### src/rtl/apb2ram_pkg.sv
// Shared types and defaults for the APB3-to-RAM bridge.
package apb2ram_pkg;

  typedef enum logic [1:0] {StIdle, StWr, StRdWait, StResp} state_e;

  localparam int unsigned MaxDwordDefault = 32'h0000_000F;
  // Wide enough to count the largest supported read latency (7).
  localparam int unsigned RdLatCntW       = 3;

endpackage

### src/rtl/apb2ram_bridge.sv
// APB3 slave to single-port RAM bus bridge; every output is registered.
// Optional address range check and error counter: APB2RAM_ADDR_CHECK_EN.
module apb2ram_bridge
  import apb2ram_pkg::*;
#(
  parameter int unsigned ADDR_W    = 16,
  parameter int unsigned DATA_W    = 32,
  parameter int unsigned RD_LAT    = 1,
  parameter int unsigned MAX_DWORD = MaxDwordDefault
) (
  input  logic              clk,
  input  logic              rst_n,
  input  logic              psel,
  input  logic              penable,
  input  logic              pwrite,
  input  logic [ADDR_W+1:0] paddr,
  input  logic [DATA_W-1:0] pwdata,
  output logic [DATA_W-1:0] prdata,
  output logic              pready,
  output logic              pslverr,
  output logic [ADDR_W-1:0] ram_addr,
  output logic              ram_we,
  output logic [DATA_W-1:0] ram_datain,
  output logic              ram_enable,
  input  logic [DATA_W-1:0] ram_dataout,
  output logic              busy
`ifdef APB2RAM_ADDR_CHECK_EN
  ,
  output logic [7:0]        err_cnt
`endif
);

  localparam logic [ADDR_W-1:0]    MaxAddr   = ADDR_W'(MAX_DWORD);
  localparam logic [RdLatCntW-1:0] RdLatLast = RdLatCntW'(RD_LAT);

  state_e                state_q, state_d;
  logic [RdLatCntW-1:0]  cnt_q, cnt_d;
  logic [DATA_W-1:0]     prdata_d, ram_datain_d;
  logic [ADDR_W-1:0]     ram_addr_d, req_addr;
  logic                  pready_d, ram_we_d, ram_enable_d, busy_d;

  // Byte offset bits are don't-care on a dword-addressed RAM.
  assign req_addr = paddr[ADDR_W+1:2];
  logic unused_lsb;
  assign unused_lsb = ^paddr[1:0];

`ifdef APB2RAM_ADDR_CHECK_EN
  logic       pslverr_d;
  logic [7:0] err_cnt_d;
`else
  assign pslverr = 1'b0;
  logic unused_max;
  assign unused_max = ^MaxAddr;
`endif

  always_comb begin
    state_d      = state_q;
    cnt_d        = cnt_q;
    prdata_d     = prdata;
    pready_d     = 1'b0;
    ram_addr_d   = ram_addr;
    ram_datain_d = ram_datain;
    ram_we_d     = 1'b0;
    ram_enable_d = 1'b0;
`ifdef APB2RAM_ADDR_CHECK_EN
    pslverr_d    = 1'b0;
    err_cnt_d    = err_cnt;
`endif
    unique case (state_q)
      StIdle: begin
        if (psel && penable) begin
`ifdef APB2RAM_ADDR_CHECK_EN
          if (req_addr > MaxAddr) begin
            state_d   = StResp;
            pready_d  = 1'b1;
            pslverr_d = 1'b1;
            prdata_d  = '0;
            if (err_cnt != 8'hFF) err_cnt_d = err_cnt + 8'd1;
          end else
`endif
          begin
            ram_addr_d   = req_addr;
            ram_enable_d = 1'b1;
            if (pwrite) begin
              ram_we_d     = 1'b1;
              ram_datain_d = pwdata;
              state_d      = StWr;
            end else begin
              cnt_d   = '0;
              state_d = StRdWait;
            end
          end
        end
      end
      StWr: begin
        pready_d = 1'b1;
        state_d  = StResp;
      end
      StRdWait: begin
        // First cycle here is the strobe cycle; data lands RD_LAT cycles later.
        if (cnt_q == RdLatLast) begin
          prdata_d = ram_dataout;
          pready_d = 1'b1;
          state_d  = StResp;
        end else begin
          cnt_d = cnt_q + 1'b1;
        end
      end
      StResp:  state_d = StIdle;
      default: state_d = StIdle;
    endcase
    busy_d = (state_d != StIdle);
  end

  always_ff @(posedge clk or negedge rst_n) begin
    if (!rst_n) begin
      state_q    <= StIdle;
      cnt_q      <= '0;
      prdata     <= '0;
      pready     <= 1'b0;
      ram_addr   <= '0;
      ram_datain <= '0;
      ram_we     <= 1'b0;
      ram_enable <= 1'b0;
      busy       <= 1'b0;
    end else begin
      state_q    <= state_d;
      cnt_q      <= cnt_d;
      prdata     <= prdata_d;
      pready     <= pready_d;
      ram_addr   <= ram_addr_d;
      ram_datain <= ram_datain_d;
      ram_we     <= ram_we_d;
      ram_enable <= ram_enable_d;
      busy       <= busy_d;
    end
  end

`ifdef APB2RAM_ADDR_CHECK_EN
  always_ff @(posedge clk or negedge rst_n) begin
    if (!rst_n) begin
      pslverr <= 1'b0;
      err_cnt <= '0;
    end else begin
      pslverr <= pslverr_d;
      err_cnt <= err_cnt_d;
    end
  end
`endif

endmodule

### config.mk
export PLATFORM = sky130hd
export DESIGN_NAME = apb2ram_bridge
export DESIGN_NICKNAME = d
export VERILOG_FILES = /design/src/rtl/apb2ram_pkg.sv /design/src/rtl/apb2ram_bridge.sv
export SDC_FILE = /design/constraint.sdc
export NUM_CORES = 1
export LEC_CHECK = 0
export CORE_ASPECT_RATIO = 0.5
export CORE_MARGIN = 1
export CORE_UTILIZATION = 44
export CTS_CLUSTER_SIZE = 24
export DETAILED_ROUTE_END_ITERATION = 7
export PLACE_DENSITY = 0.83
export SLEW_MARGIN = 25
export SYNTH_ARGS = -nofsm -noshare
export SYNTH_HDL_FRONTEND = slang
export SYNTH_SLANG_ARGS = --single-unit
export TNS_END_PERCENT = 10
### constraint.sdc
create_clock -name clk -period 4.4 [get_ports clk]
set_clock_uncertainty 0.1 [all_clocks]
set_input_delay 0.66 -clock clk [delete_from_list [all_inputs] [get_ports clk]]
set_output_delay 0.66 -clock clk [all_outputs]
set_load 0.02 [all_outputs]
==> key figures <==
Outcome
  • Outcome: finished, final reports clean

STA
  • Maximum operating frequency: 439.3 MHz
  • Final count of negative-setup-slack endpoints: 0
  • Worst slew margin relative to its limit: 47.67%
  • Summed negative setup slack over all endpoints: 0 ps
  • Final WS setup: 2123 ps
  • Post-layout minimum cycle time: 2277 ps
  • Tcrit/Tclk final: 51.74%
  • Number of pins with negative max-slew slack in the final report: 0
  • Final count of hold timing violations: 0
  • RSZ-0062 raised after global routing: false
  • Slew of the pin with the lowest slew margin: 785.0 ps

Global route
  • Initial antenna violation count: 0
  • Remaining Overflow, GRT: 0
  • Wire length of the first global-routing pass: 12.48 mm
  • Combined global-route utilization of all metal layers: about a fifth
  • Largest net degree at the start of global routing: 90
  • Via count of the first global-routing pass: 2,547

Detailed routing
  • DRC violations left: 0
  • Routed Wire Length: roughly 8 mm
  • Number of routed nets with antenna violations: 0
  • Post-detailed-route via-to-cell ratio: ~4.7
  • Detailed Route Iter0 Violations: between 90 and 100
  • Iteration count of the initial detailed-routing pass: 4
  • Detailed-route wire length per cell: 16.36 um
  • Via count: 2,349

Logic synthesis
  • Count of yosys warnings during synthesis: 0
  • Syn_area_per_cell: 16.85 um2
  • Main combinational cell family by area after synthesis: multiplexers
  • Post-synthesis simple-gate area fraction: roughly 2.3%
  • Syn Std Cell Area: 0.003572 mm2
  • Compound-Gate Fraction of Synth Area: 1.891%
  • FF+latch count, synth: 89
  • Library cell occupying the most area in the post-synthesis netlist: sky130_fd_sc_hd__dfrtp_1
  • Synth area leaders: sky130_fd_sc_hd__dfrtp_1 62%, sky130_fd_sc_hd__mux2_2 16%, sky130_fd_sc_hd__mux2_4 12%, sky130_fd_sc_hd__ha_1 1.8%, sky130_fd_sc_hd__buf_6 1.3%
  • Synthesized netlist net count: 304
  • Portion of the post-synthesis area used by sequential elements: 62.35%
  • Proportion of netlist area held by the largest area contributor: 62.35%
  • Post-Synthesis Cells: 212
  • Count of different cell masters after synthesis: 29
  • Mux cell area share after synthesis: around 29%
  • Parity-gate share of the synthesized area counting xor and xnor cells: 0%
  • Adder and majority gate portion of the synthesized area: 1.751%

Die
  • Width of the die: about 130 um
  • Starting density of the core: 47.02%
  • Core Region: 0.007597 mm2
  • Full die area: 0.008505 mm2
  • Site Rows: 22
  • Die H: 65.72 um
  • # IOs: 172

Finish
  • Synth-to-Final Area Change: 57.20%
  • Layout cell share with drive strength beyond 1: 25.77%
  • Area of all placed cells without fillers: around 0.0056 mm2
  • Leading cell type in the layout, fill and taps excluded: sky130_fd_sc_hd__clkdlybuf4s50_1
  • Antenna diode count: 0
  • Commonest cells after routing, fill and taps aside: 167 x sky130_fd_sc_hd__clkdlybuf4s50_1, 89 x sky130_fd_sc_hd__dfrtp_1, 51 x sky130_fd_sc_hd__mux2_2
  • Number of nets in the layout: about 480

Critical path
  • Startpoint kind of the worst setup timing path: input pin
  • Critical path fanouts, max: 33
  • CP Class: in2reg
  • CP Capture Type: register
  • Arrival time at the worst endpoint: 2380 ps
  • Data required time at the worst endpoint: 4510 ps

Clocking
  • Maximum level of the CTS H-tree: 3
  • Cell at the root of the clock tree: sky130_fd_sc_hd__clkbuf_16
  • Clock latency on the worst-skew pair: 330 ps
  • Clock Path Buffers: 2
  • Clk slew on worst S/H paths: 60 ps
  • Clock buffer count from CTS: 9
  • Total number of clock tree sinks: slightly below 90
  • CTS tree: built
  • Setup bufs post-CTS: 0
  • Cts-stage hold buffer count: 0
  • Post-cts gate resize count: 0

Power
  • Leakage dissipation: between 2 and 3 nW
  • Power density of the placed cells: 744.4 mW/mm2
  • Maximum vdd drop: 0.0003711 V

Min path
  • Worst Hold Class: in2async

Placed design
  • Cell Area, Placed: 0.005321 mm2
  • Total half-perimeter wirelength after legalization and detailed placement: between 5 and 6 mm
  • Pre-CTS setup slack: 1782 ps
  • RD Place Congestion: 0.6677
  • Number of port buffers: roughly 170

Job
  • Max Cap Viol: 0
## metal layers
metal / GRT usage (%) / wire length (um) / up-vias
li1: - / - / 1081
met1: 21.40 / 3062 / 1191
met2: 38.10 / 4587 / 65
met3: 5.212 / 350 / 12
met4: 6.541 / 116 / 0
met5: 0 / 0 / -
## layout make-up
class / instances / area [um2]
inverter: 5 / 18.77
clock inverter: 3 / 40.04
clock buffer: 13 / 250.2
timing repair buffer: 170 / 1698
fill: 510 / 1982
tap: 108 / 135.1
sequential: 89 / 2227
multi-input combinational: 108 / 1246
## Yosys cell counts (all sizes together)
cell type / n
a2111oi: 1
a311o: 1
a31o: 1
and2b: 1
and3: 1
and3b: 1
and4b: 1
buf: 10
conb: 1
dfrtp: 89
ha: 5
inv: 5
mux2: 81
mux2i: 1
nand2: 2
nand2b: 1
nor2: 3
nor2b: 1
o21a: 1
o21ba: 1
o21bai: 1
o22ai: 1
o2bb2ai: 1
or4b: 1
## final timing paths
path | from | endpoint | slack [ps] | cells after the start
setup / recovery | psel | ram_datain[20]$_DFFE_PN0P_ | 2120 | 5
hold / removal | rst_n | ram_datain[24]$_DFFE_PN0P_ | 280 | 1
setup reg to reg | state_q[0]$_DFF_PN0_ | ram_datain[20]$_DFFE_PN0P_ | 2160 | 6
hold reg to reg | prdata[1]$_DFFE_PN0P_ | prdata[1]$_DFFE_PN0P_ | 400 | 1
max in group asynchronous | rst_n | prdata[23]$_DFFE_PN0P_ | 3370 | 1
min in group clk | prdata[1]$_DFFE_PN0P_ | prdata[1]$_DFFE_PN0P_ | 400 | 1
## cells by family after synthesis
family	count (synthesis)
AO/OA/AOI/OAI	8
adder cells (fa/ha/maj)	5
buffers and inverters	15
flip-flops	89
multiplexers	82
other	1
AND/OR/NAND/NOR	12
## flip-flops by register name, summed over array words and instances (netlist names)
| name | cells |
|---|---|
| busy | 1 |
| cnt_q | 3 |
| prdata | 32 |
| pready | 1 |
| ram_addr | 16 |
| ram_datain | 32 |
| ram_enable | 1 |
| ram_we | 1 |
| state_q | 2 |
## stage by stage
stage	util, %	hold slack, ps	total power, mW	std cells
finish	73.91	281.3	4.180	496
global route	73.91	346.6	4.397	496
CTS	73.86	407.6	4.230	496
detailed placement	70.04	393.5	3.470	480
global placement	70.04	382.1	3.389	480
floorplan	-	264.4	2.481	212
## critical path, cell delays in order
cell                              delay, ps
sky130_fd_sc_hd__clkdlybuf4s50_1        490
sky130_fd_sc_hd__and3_1                 160
sky130_fd_sc_hd__buf_4                  250
sky130_fd_sc_hd__nand2_4                360
sky130_fd_sc_hd__mux2_4                 430
## report_power, final
| group | internal, mW | switching [mW] |
|---|---|---|
| Combinational | 1.13 | 0.890 |
| Clock | 0.454 | 0.286 |
| Sequential | 1.21 | 0.206 |
Note: power is estimated with default switching activity, not from simulation.
